<file path="src/rtl/tdc_chan_burst_buf.sv">
// Per-channel TDC timestamp FIFO that requests the arbiter and emits one enable-framed burst per grant.
// Optional build macro TDC_BUF_HEADER_EN prefixes each burst with a {4'hA, CHAN_ID, n} header word.
module tdc_chan_burst_buf #(
   parameter int DATA_WIDTH    = 32,
   parameter int DEPTH         = 64,
   parameter int BURST_LEN     = 16,
   parameter int FLUSH_TIMEOUT = 1024,
   parameter int MIN_GAP       = 2,
   parameter int CHAN_ID       = 0
) (
   input  logic                      sys_clk,
   input  logic                      sys_rst,
   input  logic                      i_wr_en,
   input  logic [DATA_WIDTH-1:0]     i_wr_data,
   input  logic                      i_flush,
   input  logic                      i_grant,
   output logic                      o_req,
   output logic                      o_en,
   output logic [DATA_WIDTH-1:0]     o_data,
   output logic [$clog2(DEPTH):0]    o_level,
   output logic                      o_full,
   output logic [15:0]               o_ovf_cnt
);

   localparam int AW = $clog2(DEPTH);
   localparam int LW = AW + 1;
   localparam int NW = $clog2(BURST_LEN + 1);
   localparam int TW = (FLUSH_TIMEOUT > 1) ? $clog2(FLUSH_TIMEOUT + 1) : 1;
   localparam int GW = (MIN_GAP > 1) ? $clog2(MIN_GAP) : 1;

   typedef enum logic [1:0] {S_IDLE, S_REQ, S_SEND, S_GAP} state_e;

   function automatic logic [DATA_WIDTH-1:0] hdr_word(input logic [NW-1:0] n);
      logic [DATA_WIDTH-1:0] w;
      w                    = '0;
      w[DATA_WIDTH-1 -: 4] = 4'hA;
      w[15:8]              = 8'(CHAN_ID);
      w[7:0]               = 8'(n);
      return w;
   endfunction

   state_e                  state_q;
   logic [DATA_WIDTH-1:0]   mem_q [DEPTH];
   logic [AW-1:0]           wr_ptr_q, wr_ptr_d;
   logic [AW-1:0]           rd_ptr_q, rd_ptr_d;
   logic [LW-1:0]           count_q, count_d;
   logic                    full_q;
   logic [15:0]             ovf_q, ovf_d;
   logic [TW-1:0]           to_q, to_d;
   logic                    flush_pend_q;
   logic                    req_q;
   logic                    en_q;
   logic [DATA_WIDTH-1:0]   data_q;
   logic [NW-1:0]           rem_q;
   logic [GW-1:0]           gap_q;

   logic                    wr_acc_s;
   logic                    rd_s;
   logic                    to_hit_s;
   logic                    trig_s;
   logic [NW-1:0]           n_s;

   // FIFO bookkeeping, timeout counter and burst trigger
   always_comb begin
      wr_acc_s = i_wr_en && !full_q;
`ifdef TDC_BUF_HEADER_EN
      rd_s = (state_q == S_SEND) && (rem_q != '0);
`else
      rd_s = ((state_q == S_REQ) && i_grant) || ((state_q == S_SEND) && (rem_q != '0));
`endif
      if (wr_acc_s) begin
         wr_ptr_d = wr_ptr_q + AW'(1);
      end else begin
         wr_ptr_d = wr_ptr_q;
      end
      if (rd_s) begin
         rd_ptr_d = rd_ptr_q + AW'(1);
      end else begin
         rd_ptr_d = rd_ptr_q;
      end
      case ({wr_acc_s, rd_s})
         2'b10:   count_d = count_q + LW'(1);
         2'b01:   count_d = count_q - LW'(1);
         default: count_d = count_q;
      endcase
      // A write that finds the FIFO full is lost even if a read frees a slot this cycle
      if (i_wr_en && full_q && (ovf_q != 16'hFFFF)) begin
         ovf_d = ovf_q + 16'd1;
      end else begin
         ovf_d = ovf_q;
      end
      if (i_wr_en || (state_q != S_IDLE) || (count_q == '0)) begin
         to_d = '0;
      end else if ((FLUSH_TIMEOUT != 0) && (to_q != TW'(FLUSH_TIMEOUT))) begin
         to_d = to_q + TW'(1);
      end else begin
         to_d = to_q;
      end
      to_hit_s = (FLUSH_TIMEOUT != 0) && (to_q == TW'(FLUSH_TIMEOUT));
      trig_s   = (count_q >= LW'(BURST_LEN))
               || ((i_flush || flush_pend_q) && (count_q != '0))
               || to_hit_s;
      if (count_q >= LW'(BURST_LEN)) begin
         n_s = NW'(BURST_LEN);
      end else begin
         n_s = NW'(count_q);
      end
   end

   // Storage array; no reset needed since occupancy gates every read
   always_ff @(posedge sys_clk) begin
      if (wr_acc_s) begin
         mem_q[wr_ptr_q] <= i_wr_data;
      end
   end

   // Control FSM with registered request, framing and data outputs
   always_ff @(posedge sys_clk) begin
      if (sys_rst) begin
         state_q      <= S_IDLE;
         wr_ptr_q     <= '0;
         rd_ptr_q     <= '0;
         count_q      <= '0;
         full_q       <= 1'b0;
         ovf_q        <= '0;
         to_q         <= '0;
         flush_pend_q <= 1'b0;
         req_q        <= 1'b0;
         en_q         <= 1'b0;
         data_q       <= '0;
         rem_q        <= '0;
         gap_q        <= '0;
      end else begin
         wr_ptr_q <= wr_ptr_d;
         rd_ptr_q <= rd_ptr_d;
         count_q  <= count_d;
         full_q   <= (count_d == LW'(DEPTH));
         ovf_q    <= ovf_d;
         to_q     <= to_d;
         case (state_q)
            S_IDLE: begin
               en_q         <= 1'b0;
               data_q       <= '0;
               flush_pend_q <= 1'b0;
               if (trig_s) begin
                  req_q   <= 1'b1;
                  state_q <= S_REQ;
               end else begin
                  req_q   <= 1'b0;
               end
            end
            S_REQ: begin
               if (i_flush) begin
                  flush_pend_q <= 1'b1;
               end
               if (i_grant) begin
                  req_q   <= 1'b0;
                  en_q    <= 1'b1;
                  state_q <= S_SEND;
`ifdef TDC_BUF_HEADER_EN
                  data_q  <= hdr_word(n_s);
                  rem_q   <= n_s;
`else
                  data_q  <= mem_q[rd_ptr_q];
                  rem_q   <= n_s - NW'(1);
`endif
               end
            end
            S_SEND: begin
               if (i_flush) begin
                  flush_pend_q <= 1'b1;
               end
               if (rem_q != '0) begin
                  data_q <= mem_q[rd_ptr_q];
                  rem_q  <= rem_q - NW'(1);
               end else begin
                  en_q    <= 1'b0;
                  data_q  <= '0;
                  gap_q   <= GW'(MIN_GAP - 1);
                  state_q <= S_GAP;
               end
            end
            S_GAP: begin
               if (i_flush) begin
                  flush_pend_q <= 1'b1;
               end
               if (gap_q == '0) begin
                  state_q <= S_IDLE;
               end else begin
                  gap_q <= gap_q - GW'(1);
               end
            end
            default: begin
               req_q   <= 1'b0;
               en_q    <= 1'b0;
               data_q  <= '0;
               state_q <= S_IDLE;
            end
         endcase
      end
   end

   assign o_req     = req_q;
   assign o_en      = en_q;
   assign o_data    = data_q;
   assign o_level   = count_q;
   assign o_full    = full_q;
   assign o_ovf_cnt = ovf_q;

endmodule

</file>
<file path="config.mk">
export PLATFORM = sky130hd
export DESIGN_NAME = tdc_chan_burst_buf
export DESIGN_NICKNAME = d
export VERILOG_FILES = /design/src/rtl/tdc_chan_burst_buf.sv
export SDC_FILE = /design/constraint.sdc
export NUM_CORES = 2
export LEC_CHECK = 0
export CAP_MARGIN = 20
export CORE_MARGIN = 4
export CORE_UTILIZATION = 40
export CTS_CLUSTER_SIZE = 20
export DETAILED_ROUTE_END_ITERATION = 12
export GPL_TIMING_DRIVEN = 1
export HOLD_SLACK_MARGIN = 0.12
export SYNTH_ARGS = -nofsm -noshare
export SYNTH_HDL_FRONTEND = slang
export SYNTH_SLANG_ARGS = --single-unit
</file>
<file path="constraint.sdc">
create_clock -name sys_clk -period 6.3 [get_ports sys_clk]
set_input_delay 1.575 -clock sys_clk [delete_from_list [all_inputs] [get_ports sys_clk]]
set_output_delay 1.575 -clock sys_clk [all_outputs]
set_load 0.01 [all_outputs]
</file>
==> impl_metrics.py <==
metrics = {
    "status": {
        "status": "complete, no violations",
    },
    "synthesis": {
        "synth_cells": 3718,
        "synth_flop_cell": "edfxtp_1",
        "synth_edf_count": 2048,
        "postSynthAreaPerCell_um2": 21.84,
        "synth_cell_types": 65,
        "syn_area_um2": 81200,
        "async_flop_share_pct": 0,
        "syn-num-nets": 3768,
        "ys_warn_count": 0,
        "ys_seq_area_share_pct": 78.10,
        "synth_seq_cells": 2144,
    },
    "route": {
        "finalWirelength_um": 213100,
        "wl_per_cell_um": 31.23,
        "drt_iter0_markers": 4587,
        "dr.pass1.iters": 6,
        "routed_via_density": 5.775,
        "ant_nets": 0,
        "vias": 39398,
        "drc": 0,
    },
    "sta": {
        "finalSetupViolCount": 0,
        "final-hold-violation-count": 0,
        "fin_skew_ns": 0.05223,
        "slew_viol_final": 0,
        "period_share_pct": 72.48,
        "min_period_ns": 4.566,
        "fin_worst_hold_slack_ns": 0.4936,
        "slew_headroom_pct": 15.56,
        "tns_ns": 0,
        "tightest_slew_ns": 1.253,
        "max_freq_ghz": 0.2190,
        "rsz0062_at_grt": "false",
    },
    "hold_path": {
        "hold_depth": 2,
        "hold_start": "o_data[1]$_SDFFE_PP0P_",
        "min_path_type": "reg -> reg",
        "hold_end": "o_data[1]$_SDFFE_PP0P_",
    },
    "placed_design": {
        "io_buffers": 94,
        "gp_congestion": 0.8440,
        "post-dp-hpwl_um": 127500,
    },
    "global_route": {
        "grt_max_degree": 78,
        "grt_pass1_wl_um": 301800,
        "grt-ovfl-total": 0,
        "grt_pass1_vias": 39190,
        "antenna_found_initial": 8,
        "grtUsageTotal_pct": 20.12,
    },
    "clock_tree": {
        "tritoncts": "done",
        "cts_hold_buf": 0,
        "ctsHtreeMaxLevel": 4,
        "clk_pin_slew_ns": 0.06,
        "cts_buffer_depth": 3,
        "numCtsBuffers": 214,
        "clock_latency_ns": 0.85,
        "cts_root_buf": "clkbuf_16",
        "ctsResizeCount": 0,
        "post_cts_buffers": 0,
        "cts_sinks": 2144,
    },
    "power": {
        "leakage_nw": 27.87,
        "powerDensity_nw_per_um2": 348.5,
        "ir_worst_vdd_mv": 0.2675,
    },
    "final_layout": {
        "fillers": 16516,
        "final_util_pct": 46.12,
        "area_growth_pct": 14.80,
        "nNetsFinal": 4016,
        "drive_above_1_share_pct": 26.01,
    },
    "setup_path": {
        "cp.arrival_ns": 5.10,
        "start_kind": "primary input",
        "rr_worst_depth": 7,
        "rr_endpoint": "o_data[26]$_SDFFE_PP0P_",
        "criticalPathCategory": "in -> reg",
        "crit_path_end_kind": "flip-flop",
        "r2r_setup_slack_ns": 2.43,
        "worst-path-max-fanout": 25,
        "required_ns": 6.83,
    },
    "floorplanning": {
        "dieArea_um2": 210300,
        "num_rows": 165,
        "die_h_um": 458.6,
        "core_um2": 202100,
        "io_pins": 95,
        "start_util_pct": 40.18,
        "die_w_um": 458.6,
    },
    "run": {
        "max_cap_viol_count": 0,
    },
}
[Yosys cell counts, types with 23 or more instances]
| library cell | n | share of area, % |
|---|---|---|
| a22oi_1 | 62 | 0.57 |
| buf_4 | 32 | 0.30 |
| nand2_1 | 58 | 0.27 |
| buf_1 | 24 | 0.11 |
| edfxtp_1 | 2048 | 76 |
| buf_2 | 40 | 0.25 |
| mux4_2 | 495 | 14 |
| o22ai_1 | 156 | 1.2 |
| nand3_1 | 48 | 0.30 |
| dfxtp_1 | 96 | 2.4 |
| nor2_1 | 160 | 0.74 |
| nor3_1 | 30 | 0.18 |
| mux2i_1 | 60 | 0.74 |
| a21oi_1 | 23 | 0.14 |
| clkbuf_1 | 101 | 0.47 |
| a32o_1 | 31 | 0.38 |
[stage by stage]
step / std cells / setup WS, ns / cell area (µm²) / total power, mW
3_3_place_gp: 6405 / 0.8829 / 86150 / 20.56
6_report: 6822 / 1.734 / 93220 / 32.48
5_1_grt: 6821 / 1.584 / 93220 / 33.64
4_1_cts: 6809 / 1.742 / 93030 / 32.82
2_1_floorplan: 3718 / 2.017 / 81200 / 19.19
3_5_place_dp: 6410 / 0.8314 / 86200 / 20.59
[routing by layer]
metal / global-route usage, % / vias up / part of all wire, %
li1: - / 16310 / -
met2: 33.87 / 1535 / 51
met1: 27.14 / 21276 / 40
met5: 0 / - / 0
met3: 3.131 / 277 / 6.0
met4: 6.116 / 0 / 3.2
[state kept, by name, indices dropped and copies added, names as in the netlist, 2 cells and up, named ones only]
name and count:
o_data 32, o_level 7, state_q 2, o_ovf_cnt 16, mem_q 2048, rd_ptr_q 6, wr_ptr_q 6, rem_q 5
to_q 11
[worst max-delay path by stage]
stage | start | to | slack, ns
after floorplan | i_wr_en | mem_q[55][0]$_DFFE_PP_ | 2.02
after global placement | i_wr_en | mem_q[16][26]$_DFFE_PP_ | 0.88
after detailed placement | i_wr_en | mem_q[24][6]$_DFFE_PP_ | 0.83
after CTS | i_wr_en | mem_q[16][26]$_DFFE_PP_ | 1.74
after global routing | i_wr_en | mem_q[24][23]$_DFFE_PP_ | 1.58
final | i_wr_en | mem_q[16][26]$_DFFE_PP_ | 1.73
[layout by cell type (no fill, tap or decap), types with 58 or more instances in the layout]
cell type / netlist / final
edfxtp_1: 2048 / 2048
mux4_2: 495 / 495
clkbuf_16: 0 / 214
o22ai_1: 156 / 156
buf_4: 32 / 142
nor2_1: 160 / 93
dfxtp_1: 96 / 91
nor2_4: 0 / 66
a22oi_1: 62 / 62
clkdlybuf4s50_1: 0 / 61
mux2i_1: 60 / 60
nand2_1: 58 / 58
[kinds of logic (layout without fill, tap and decap cells)]
logic type	after synthesis	in the layout	synth area share, %
mux	558	558	14.51
compound gates	365	365	3.248
buf+inv	215	646	1.296
fa+ha+maj	13	13	0.2003
flops	2144	2144	78.10
simple gates	382	382	2.203
xor+xnor	41	41	0.4422
other cells	0	1	0
[critical path, stage by stage]
cell and delay (ns):
clkdlybuf4s50_1 0.53, nor2b_1 0.56, inv_1 0.24, nor2_1 0.27, nand2_1 0.67, nor2_4 0.92
buf_4 0.31
[power breakdown]
part	leakage [nW]	switching (mW)	internal, mW	total [mW]
sequential	19.2	0.200	15.7	15.9
clock	3.32	5.40	6.91	12.3
combinational	5.35	2.28	1.97	4.24
[cell type report]
type	count	area [µm²]	share of cell area, %
Sequential cell	2144	63430	68.05
Multi-Input combinational cell	1359	17360	18.62
Clock buffer	271	5609	6.017
Tap cell	2672	3343	3.586
Timing Repair Buffer	239	2232	2.394
Clock inverter	128	1212	1.301
Inverter	8	30.03	0.03221
Antenna cell	1	2.502	0.002684
Power figures use the tool's default switching activity.
